## src/rtl/bscac7_tsv_fifo_bank.sv

```systemverilog
// BSCAC7 encoder lane buffering and TSV state register.
// Each incoming 7-bit word is split bit-wise into seven 1-bit lane FIFOs
// (lane 0 = DTSV, lanes 1..6 = data TSVs). Lane heads are offered to the
// FIFO control generator as next-state candidates; lanes marked free are
// popped and their head becomes the new registered TSV drive value.
module bscac7_tsv_fifo_bank #(
    parameter int DEPTH  = 8,
    parameter int ADDR_W = $clog2(DEPTH)
) (
    input  logic       clk,
    input  logic       rst,
    input  logic [6:0] din,
    input  logic       din_valid,
    output logic       din_ready,
    input  logic [6:1] ctrl_signals,
    output logic [6:0] tsvs_state_current,
    output logic [6:0] data_2b_trans,
    output logic [6:0] lane_empty,
    output logic       bank_idle
);

    localparam int               LANES    = 7;
    localparam logic [ADDR_W:0]  CNT_FULL = (ADDR_W + 1)'(DEPTH);
    localparam logic [ADDR_W:0]  CNT_ONE  = (ADDR_W + 1)'(1);
    localparam logic [ADDR_W-1:0] PTR_ONE = ADDR_W'(1);

    logic [DEPTH-1:0]  mem  [LANES];
    logic [ADDR_W-1:0] wptr [LANES];
    logic [ADDR_W-1:0] rptr [LANES];
    logic [ADDR_W:0]   cnt  [LANES];

    logic [LANES-1:0] not_full;
    logic [LANES-1:0] head;
    logic [LANES-1:0] pop;
    logic [LANES-1:0] tsv_q;
    logic             wr_en;

    // Per-lane status and head bit, derived only from registered state.
    always_comb begin
        lane_empty = '0;
        not_full   = '0;
        head       = '0;
        for (int i = 0; i < LANES; i++) begin
            lane_empty[i] = (cnt[i] == '0);
            not_full[i]   = (cnt[i] < CNT_FULL);
            head[i]       = mem[i][rptr[i]];
        end
    end

    // Accept a word only when every lane has room at the start of the cycle;
    // a same-cycle pop never creates space for the write.
    always_comb begin
        din_ready = !rst && (&not_full);
        wr_en     = din_valid && din_ready;
        bank_idle = &lane_empty;
    end

    // Candidates: an empty lane reports its current TSV value so it reads as
    // unchanged; nothing here depends on ctrl_signals.
    always_comb begin
        data_2b_trans = '0;
        for (int i = 0; i < LANES; i++) begin
            data_2b_trans[i] = lane_empty[i] ? tsv_q[i] : head[i];
        end
    end

    // Pop select: DTSV drains whenever it holds data, data lanes only when
    // freed by the control generator; requests on empty lanes are ignored.
    always_comb begin
        pop    = '0;
        pop[0] = !lane_empty[0];
        for (int i = 1; i < LANES; i++) begin
            pop[i] = ctrl_signals[i] && !lane_empty[i];
        end
    end

    // Pointer, count and TSV state registers.
    always_ff @(posedge clk) begin
        if (rst) begin
            for (int i = 0; i < LANES; i++) begin
                wptr[i] <= '0;
                rptr[i] <= '0;
                cnt[i]  <= '0;
            end
            tsv_q <= '0;
        end else begin
            for (int i = 0; i < LANES; i++) begin
                if (wr_en) begin
                    wptr[i] <= wptr[i] + PTR_ONE;
                end
                if (pop[i]) begin
                    rptr[i]  <= rptr[i] + PTR_ONE;
                    tsv_q[i] <= head[i];
                end
                case ({wr_en, pop[i]})
                    2'b10:   cnt[i] <= cnt[i] + CNT_ONE;
                    2'b01:   cnt[i] <= cnt[i] - CNT_ONE;
                    default: cnt[i] <= cnt[i];
                endcase
            end
        end
    end

    // Lane storage; write enable already excludes reset cycles.
    always_ff @(posedge clk) begin
        if (wr_en) begin
            for (int i = 0; i < LANES; i++) begin
                mem[i][wptr[i]] <= din[i];
            end
        end
    end

    assign tsvs_state_current = tsv_q;

endmodule

```

## config.mk

```make
export PLATFORM = sky130hd
export DESIGN_NAME = bscac7_tsv_fifo_bank
export DESIGN_NICKNAME = d
export VERILOG_FILES = /design/src/rtl/bscac7_tsv_fifo_bank.sv
export SDC_FILE = /design/constraint.sdc
export NUM_CORES = 1
export LEC_CHECK = 0
export CAP_MARGIN = 20
export CORE_MARGIN = 2
export CORE_UTILIZATION = 65
export DETAILED_ROUTE_END_ITERATION = 8
export PLACE_DENSITY = 0.91
export SLEW_MARGIN = 0
export SYNTH_ARGS = -nofsm -noshare
export SYNTH_HDL_FRONTEND = slang
export SYNTH_SLANG_ARGS = --single-unit
export TNS_END_PERCENT = 50
```

## constraint.sdc

```tcl
create_clock -name clk -period 6.68 [get_ports clk]
set_input_delay 1.002 -clock clk [delete_from_list [all_inputs] [get_ports clk]]
set_output_delay 1.002 -clock clk [all_outputs]
set_load 0.05 [all_outputs]
```

==> results_dict.tcl, run 1 <==
set metrics [dict create \
    layout_common_cells "edfxtp_1, nor2_1, clkdlybuf4s50_1" \
    initial_core_util_pct 66.72 \
    core_area_um2 10320 \
    synth_top_family_by_area "simple AND/OR/NAND/NOR gates" \
    grt_start_max_net_pins 67 \
    final.setup_skew_ns 0.01399 \
    post_cts_buffers 0 \
    holdPathEnd "tsvs_state_current[4]$_SDFFE_PP0P_" \
    dpl.hpwl_mm 8.930 \
    routed_wl_mm 14.04 \
    synth_adder_area_share_pct 6.540 \
    synth.area.top_cells "edfxtp_1, ha_1, mux4_2" \
    insertion_delay_ns 0.53 \
    report.final.slew_viol_count 0 \
    place_congestion 0.8230 \
    synth_cell_types 43 \
    avgSynthCellArea_um2 12.97 \
    fin_util_pct 76.50 \
    num_antenna_cells 0 \
    grt_usage_pct 25.71 \
    viasPerCell 6.331 \
    start_kind "flip-flop" \
    num_rows 37 \
    die_y_um 106.9 \
    layout_commonest_cell "edfxtp_1" \
    syn_to_final_growth_pct 14.66 \
    hp-class "reg -> reg" \
    h-tree-depth 4 \
    first_iter_violations 372 \
    placed_area_um2 7333 \
    fmax_ghz 0.2470 \
    final_area_um2 7898 \
    synth_top_area_cell "edfxtp_1" \
    drive_gt1_share_pct 11.51 \
    min-delay-start "tsvs_state_current[4]$_SDFFE_PP0P_" \
    min_period_ns 4.048 \
    grt_pass1_wl_mm 22.25 \
    crit_fanout 4 \
    fin_nets 621 \
    synth_simple_gate_area_share_pct 19.11 \
    powerDensity_nw_per_um2 334.0 \
    ir_drop_uv 164.7 \
    muxShareOfSynthArea_pct 7.230 \
    timing.rr.end "cnt[0][2]$_SDFFCE_PN0P_" \
    grt.overflow.total 0 \
    r2r_start "cnt[0][3]$_SDFFCE_PN0P_" \
    antenna_found_initial 0 \
    clockBufferDepth 2 \
    cts_tree "built" \
    clock-sinks 133 \
    rsz0062_at_grt "false" \
    synth-seq-area-share_pct 56.97 \
    cap_violations 0 \
    syn_nets 583 \
    grt_pass1_vias 4511 \
    numCtsBuffers 17 \
    synth_cells 531 \
    setup_viol 0 \
    clkTransAtPathRegs_ns 0.06 \
    synthesis.area_um2 6888 \
    synth_top_area_share_pct 54.93 \
    ios 39 \
    cellLeakagePower_uw 0.002846 \
    ys.warnings.count 0 \
    synth-xor-area-share_pct 4.069 \
    ant_nets 0 \
    final_hold_viol_count 0 \
    slew_headroom_pct 27.83 \
    crit_type "reg -> out" \
    root_buffer "clkbuf_8" \
    ys_ff_latch 133 \
    num_vias 4546 \
    hold_depth 2 \
    outcome "complete, no violations" \
    drc 0 \
    dieArea_um2 11440 \
    ctsResizeCount 0 \
    tightest_slew_ns 1.083 \
    detail_route.first_pass.iterations 5 \
    timing.final.crit_share_pct 60.60 \
    required_ns 5.68 \
    rrSetupSlack_ns 2.99 \
    cp-end-kind "output port" \
    r2r_cells 11 \
    chipWidth_um 106.9 \
    portBuffers 38 \
    worst_ep_arrival_time_ns 3.05 \
    tns_ns 0 \
    wl_per_cell_um 19.55 \
    synth-compound-area-share_pct 2.779 \
    holdBufCountCts 0 \
]
==> area by class of cell <==
type	count	area, µm²
Clock buffer	22	432.9
Clock inverter	10	131.4
Fill cell	556	2426
Inverter	28	105.1
Multi-Input combinational cell	348	2736
Sequential cell	133	3924
Tap cell	136	170.2
Timing Repair Buffer	41	397.9
==> power by group <==
| group | internal, µW | switching, µW |
|---|---|---|
| sequential | 1020 | 104 |
| combinational | 241 | 371 |
| clock | 566 | 338 |
==> layer usage <==
layer	up-vias	routed length, µm	global-route usage (%)
met1	2262	5567	31.09
met4	0	339	9.740
met5	-	0	0
li1	2068	-	-
met3	33	872	5.836
met2	183	7255	45.04
==> Yosys cell counts, drive strengths merged <==
master and n:
or4 3, nor3b 10, mux2i 16, dfxtp 7, xnor2 24, mux2 2, nor3 35, a31oi 1
nor4 24, inv 28, nor2 60, or3 4, nor2b 5, xor2 8, nor4b 17, mux4 14
a221oi 2, and3 8, o21bai 7, a211oi 5, edfxtp 126, ha 36, buf 14, clkbuf 8
a22oi 1, nand2 15, and4 6, nand4 1, nand2b 19, and4b 1, o21ai 9, or2 6
a21oi 5, nand3 4
==> how the worst max path moves through the flow <==
stage                               to  slack, ns               startpoint
5_1_grt                      bank_idle       2.51  cnt[2][3]$_SDFFCE_PN0P_
3_3_place_gp   cnt[2][2]$_SDFFCE_PN0P_       2.66                      rst
2_1_floorplan                bank_idle       2.11  cnt[6][1]$_SDFFCE_PP0P_
4_1_cts                      bank_idle       2.60  cnt[2][3]$_SDFFCE_PN0P_
6_report                     bank_idle       2.63  cnt[2][3]$_SDFFCE_PN0P_
3_5_place_dp   cnt[0][2]$_SDFFCE_PN0P_       2.43                      rst
==> registers in the layout (all words and copies together), names as in the netlist <==
name,count
cnt,28
mem,56
rptr,21
tsvs_state_current,7
wptr,21
==> cell families after synthesis <==
family	Yosys count
buffers and inverters	50
xor gates and xnor gates	32
DFF	133
and+or+nand+nor	218
adders and majority gates	36
AOI/OAI and AO/OA	30
muxes	32
==> critical path: stages (launching register included) <==
cell             delay [ns]
edfxtp_1               0.48
nor4_1                 0.82
nand4_1                0.17
nor3_1                 0.22
clkdlybuf4s50_1        0.83
==> through the flow <==
stage          setup slack, ns  hold slack (ns)  std cells  power [µW]
6_report                 2.632           0.5207        718        2638
5_1_grt                  2.512           0.5563        718        2720
4_1_cts                  2.596           0.5193        718        2634
3_5_place_dp             2.432           0.5117        686        1724
3_3_place_gp             2.659           0.4952        686        1682
2_1_floorplan            2.110           0.5888        531        1541
Power figures use the tool's default switching activity.
==> inputs of run 2 (changes only) <==
--- a/config.mk
+++ b/config.mk
@@ -7,9 +7,9 @@
 export LEC_CHECK = 0
 export CAP_MARGIN = 20
 export CORE_MARGIN = 2
-export CORE_UTILIZATION = 65
+export CORE_UTILIZATION = 60
 export DETAILED_ROUTE_END_ITERATION = 8
-export PLACE_DENSITY = 0.91
+export PLACE_DENSITY = 0.85
 export SLEW_MARGIN = 0
 export SYNTH_ARGS = -nofsm -noshare
 export SYNTH_HDL_FRONTEND = slang
==> constraint.sdc (replaced) <==
create_clock -name clk -period 3.9 [get_ports clk]
set_input_delay 0.585 -clock clk [delete_from_list [all_inputs] [get_ports clk]]
set_output_delay 0.585 -clock clk [all_outputs]
set_load 0.05 [all_outputs]
==> results_dict.tcl, run 2 (synthesis results as in run 1) <==
set metrics [dict create \
    hold_depth 2 \
    outcome "complete, no violations" \
    ant_nets 0 \
    timing.final.crit_share_pct 84.71 \
    syn_to_final_growth_pct 16.02 \
    tns_ns 0 \
    die_y_um 111.1 \
    worst_ep_arrival_time_ns 2.72 \
    crit_fanout 5 \
    ios 39 \
    chipWidth_um 111.1 \
    wl_per_cell_um 17.95 \
    portBuffers 38 \
    fmax_ghz 0.3027 \
    post_cts_buffers 0 \
    start_kind "flip-flop" \
    dp_slack_ns 0.7093 \
    first_iter_violations 418 \
    p_clk_share_pct 36.2 \
    report.final.slew_viol_count 0 \
    p_int_uw 3256 \
    nFillCells 744 \
    r2r_cells 11 \
    rrSetupSlack_ns 0.79 \
    min_period_ns 3.304 \
    layout_common_cells "edfxtp_1, nor2_1, clkdlybuf4s50_1" \
    grt.overflow.total 0 \
    grt_usage_pct 22.43 \
    rsz0062_at_grt "false" \
    largest_reg_flops 56 \
    initial_core_util_pct 60.84 \
    switching_share_pct 29.32 \
    pwr-share-comb_pct 22.1 \
    placed_area_um2 7373 \
    num_rows 39 \
    p_seq_share_pct 41.7 \
    cp-end-kind "output port" \
    final.setup_skew_ns 0.008057 \
    grt_use_met2_pct 38.08 \
    grt_start_max_net_pins 67 \
    tightest_slew_ns 0.7245 \
    ctsResizeCount 0 \
    ir_drop_uv 326.8 \
    power_uw 4606 \
    detail_route.first_pass.iterations 4 \
    setup_ws_ns 0.5964 \
    num_vias 4337 \
    cts_tree "built" \
    crit_type "reg -> out" \
    grt_pass1_vias 4519 \
    powerDensity_nw_per_um2 576.4 \
    viasPerCell 5.982 \
    multi_input_area_um2 2768 \
    busiest_layer "met2" \
    layout_commonest_cell "edfxtp_1" \
    clkTransAtPathRegs_ns 0.05 \
    cap_violations 0 \
    cellLeakagePower_uw 0.002881 \
    grt.met1_usage_pct 27.91 \
    drive_gt1_share_pct 12.71 \
    core_area_um2 11320 \
    hp-class "reg -> reg" \
    place_congestion 0.8696 \
    slew_headroom_pct 51.70 \
    required_ns 3.31 \
    antenna_found_initial 0 \
    root_buffer "clkbuf_16" \
    final_area_um2 7991 \
    final_hold_viol_count 0 \
    regArea_um2 3924 \
    clock-sinks 133 \
    clockBufferDepth 2 \
    dieArea_um2 12350 \
    holdBufCountCts 0 \
    h-tree-depth 4 \
    insertion_delay_ns 0.41 \
    setup_viol 0 \
    routed_wl_mm 13.01 \
    num_antenna_cells 0 \
    numCtsBuffers 17 \
    dpl.hpwl_mm 8.746 \
    fin_nets 621 \
    drc 0 \
    grt_pass1_wl_mm 21.85 \
    switchingPower_uw 1350 \
    grt.met3_usage_pct 5.303 \
]
## run 2: stage by stage
| stage | hold WS, ns | std cells | util, % |
|---|---|---|---|
| final | 0.5139 | 725 | 70.59 |
| after global routing | 0.5297 | 725 | 70.59 |
| after CTS | 0.5138 | 725 | 70.59 |
| after detailed placement | 0.5063 | 693 | 65.13 |
| after global placement | 0.4951 | 693 | 65.13 |
| after floorplan | 0.5888 | 531 | - |
## run 2: power groups by stage
stage	Clock, µW	Sequential, µW	Combinational [µW]
5_1_grt	1750	1940	1100
4_1_cts	1680	1920	1020
6_report	1670	1920	1020
2_1_floorplan	0	1940	715
3_3_place_gp	0	1930	964
3_5_place_dp	0	1950	1000
## run 2: critical path, stage by stage (launching register included)
cell and delay (ns):
edfxtp_1 0.47, nor4_2 0.60, nand4_1 0.17, nor3_1 0.22, clkdlybuf4s50_1 0.84
## run 2: layout make-up
class	count	area share [%]
flip-flops and latches	133	49.10
multi-input cells	348	34.63
clock buffers	22	5.809
repair buffers	41	4.979
well taps	143	2.239
clock inverters	10	1.926
inverters	28	1.315
## run 2: final timing paths
kind | start | end
setup / recovery | cnt[6][3]$_SDFFCE_PP0P_ | bank_idle
hold / removal | tsvs_state_current[3]$_SDFFE_PP0P_ | tsvs_state_current[3]$_SDFFE_PP0P_
setup reg to reg | cnt[4][1]$_SDFFCE_PN0P_ | cnt[4][2]$_SDFFCE_PN0P_
hold reg to reg | tsvs_state_current[3]$_SDFFE_PP0P_ | tsvs_state_current[3]$_SDFFE_PP0P_
## run 2: routing by layer
| metal | vias to the layer above | wire (µm) |
|---|---|---|
| li1 | 2076 | - |
| met1 | 2131 | 5383 |
| met2 | 108 | 6792 |
| met3 | 22 | 633 |
| met4 | 0 | 203 |
| met5 | - | 0 |
==> inputs of run 3 (changes only) <==
--- a/config.mk
+++ b/config.mk
@@ -7,9 +7,9 @@
 export LEC_CHECK = 0
 export CAP_MARGIN = 20
 export CORE_MARGIN = 2
-export CORE_UTILIZATION = 60
+export CORE_UTILIZATION = 54
 export DETAILED_ROUTE_END_ITERATION = 8
-export PLACE_DENSITY = 0.85
+export PLACE_DENSITY = 0.81
 export SLEW_MARGIN = 0
 export SYNTH_ARGS = -nofsm -noshare
 export SYNTH_HDL_FRONTEND = slang
==> constraint.sdc (replaced) <==
create_clock -name clk -period 2.8 [get_ports clk]
set_input_delay 0.42 -clock clk [delete_from_list [all_inputs] [get_ports clk]]
set_output_delay 0.42 -clock clk [all_outputs]
set_load 0.05 [all_outputs]
==> results_dict.tcl, run 3 (synthesis results as in run 1) <==
set metrics [dict create \
    ant_nets 0 \
    ir_drop_uv 439.6 \
    core_area_um2 12520 \
    antenna_found_initial 0 \
    cellLeakagePower_uw 0.003026 \
    dieArea_um2 13680 \
    detail_route.first_pass.iterations 5 \
    grt_pass1_wl_mm 21.22 \
    cp-end-kind "output port" \
    holdWs_ns 0.5149 \
    grt_pass1_vias 4326 \
    viasPerCell 5.694 \
    powerDensity_nw_per_um2 769.4 \
    min_period_ns 2.754 \
    clockBufferDepth 2 \
    grt_usage_pct 20.58 \
    num_vias 4396 \
    die_y_um 116.9 \
    final.setup_skew_ns 0.008162 \
    cts_tree "built" \
    largest_reg_flops 56 \
    report.final.slew_viol_count 0 \
    required_ns 2.38 \
    insertion_delay_ns 0.42 \
    place_congestion 0.7800 \
    setup_viol 0 \
    tightest_slew_ns 0.6546 \
    first_iter_violations 363 \
    clock-sinks 133 \
    crit_fanout 4 \
    ios 39 \
    grt_start_max_net_pins 67 \
    clkTransAtPathRegs_ns 0.06 \
    start_kind "flip-flop" \
    wl_per_cell_um 17.17 \
    syn_to_final_growth_pct 20.98 \
    fin_nets 639 \
    numCtsBuffers 17 \
    hp-class "reg -> reg" \
    portBuffers 38 \
    nFillCells 867 \
    fmax_ghz 0.3631 \
    layout_common_cells "edfxtp_1, nor2_1, nor3_1" \
    layout_commonest_cell "edfxtp_1" \
    num_rows 41 \
    initial_core_util_pct 55.03 \
    grt.overflow.total 0 \
    holdBufCountCts 0 \
    rsz0062_at_grt "true" \
    worst_ep_arrival_time_ns 2.33 \
    drive_gt1_share_pct 20.67 \
    outcome "complete, no violations" \
    tns_ns 0 \
    final_hold_viol_count 0 \
    routed_wl_mm 13.26 \
    h-tree-depth 4 \
    root_buffer "clkbuf_16" \
    num_antenna_cells 0 \
    slew_headroom_pct 56.36 \
    dpl.hpwl_mm 9.193 \
    crit_type "reg -> out" \
    cap_violations 0 \
    chipWidth_um 116.9 \
    timing.final.crit_share_pct 98.36 \
    drc 0 \
]
-- run 3: cell types whose count changed in the layout (fill, tap and decap cells not counted), sizes merged, moves of 3 or more --
cell / delta
buf: +24
clkbuf: -3
clkdlybuf4s50: -11
clkinvlp: +3
dlygate4sd2: +3
inv: +3
-- run 3: critical path: stages, from the launching register on --
cell and delay, ns:
edfxtp_1 0.46, buf_4 0.19, nor4_4 0.28, buf_4 0.19
clkdlybuf4s50_1 0.81
-- run 3: final timing paths --
| kind | startpoint | to | slack [ns] | cells past startpoint |
|---|---|---|---|---|
| min | tsvs_state_current[3]$_SDFFE_PP0P_ | tsvs_state_current[3]$_SDFFE_PP0P_ | 0.51 | 2 |
| max reg2reg | cnt[6][3]$_SDFFCE_PP0P_ | cnt[0][2]$_SDFFCE_PN0P_ | 0.05 | 12 |
| min reg2reg | tsvs_state_current[3]$_SDFFE_PP0P_ | tsvs_state_current[3]$_SDFFE_PP0P_ | 0.51 | 2 |
| max | cnt[6][3]$_SDFFCE_PP0P_ | lane_empty[6] | 0.05 | 4 |
-- run 3: cell type report --
class                           count  area (µm²)  area share [%]
Clock inverter                     14       153.9           1.847
Tap cell                          172       215.2           2.583
Timing Repair Buffer               59       536.8           6.441
Clock buffer                       18       429.2           5.150
Inverter                           28       105.1           1.261
Sequential cell                   133        3924           47.09
Multi-Input combinational cell    348        2969           35.63
-- run 3: power breakdown --
group | switching (µW) | internal, µW
clock network | 841 | 1320
logic | 901 | 660
registers | 260 | 2430
-- run 3: timing repair --
item | 4_1_cts | 5_1_grt
setup endpoints to repair | 4 | 7
setup buffers | 0 | 1
resized for setup | 5 | 7
pin swaps | 0 | 1
-- run 3: through the flow --
| step | cells | setup WS [ns] | utilization, % | total power [µW] | area (µm²) |
|---|---|---|---|---|---|
| 2_1_floorplan | 531 | -0.1339 | - | 3788 | 7117 |
| 3_3_place_gp | 739 | 0.1105 | 61.76 | 4168 | 7730 |
| 3_5_place_dp | 739 | 0.002242 | 61.76 | 4249 | 7730 |
| 4_1_cts | 771 | 0.02297 | 66.40 | 6412 | 8312 |
| 5_1_grt | 772 | -0.009321 | 66.57 | 6673 | 8333 |
| 6_report | 772 | 0.04589 | 66.57 | 6411 | 8333 |
-- run 3: routing by layer --
layer	track usage, %	vias to the layer above	share of wire, %
met5	0	-	0
met4	8.706	0	2.4
met3	4.222	23	4.3
met2	33.95	114	50
met1	26.76	2142	43
li1	-	2117	-
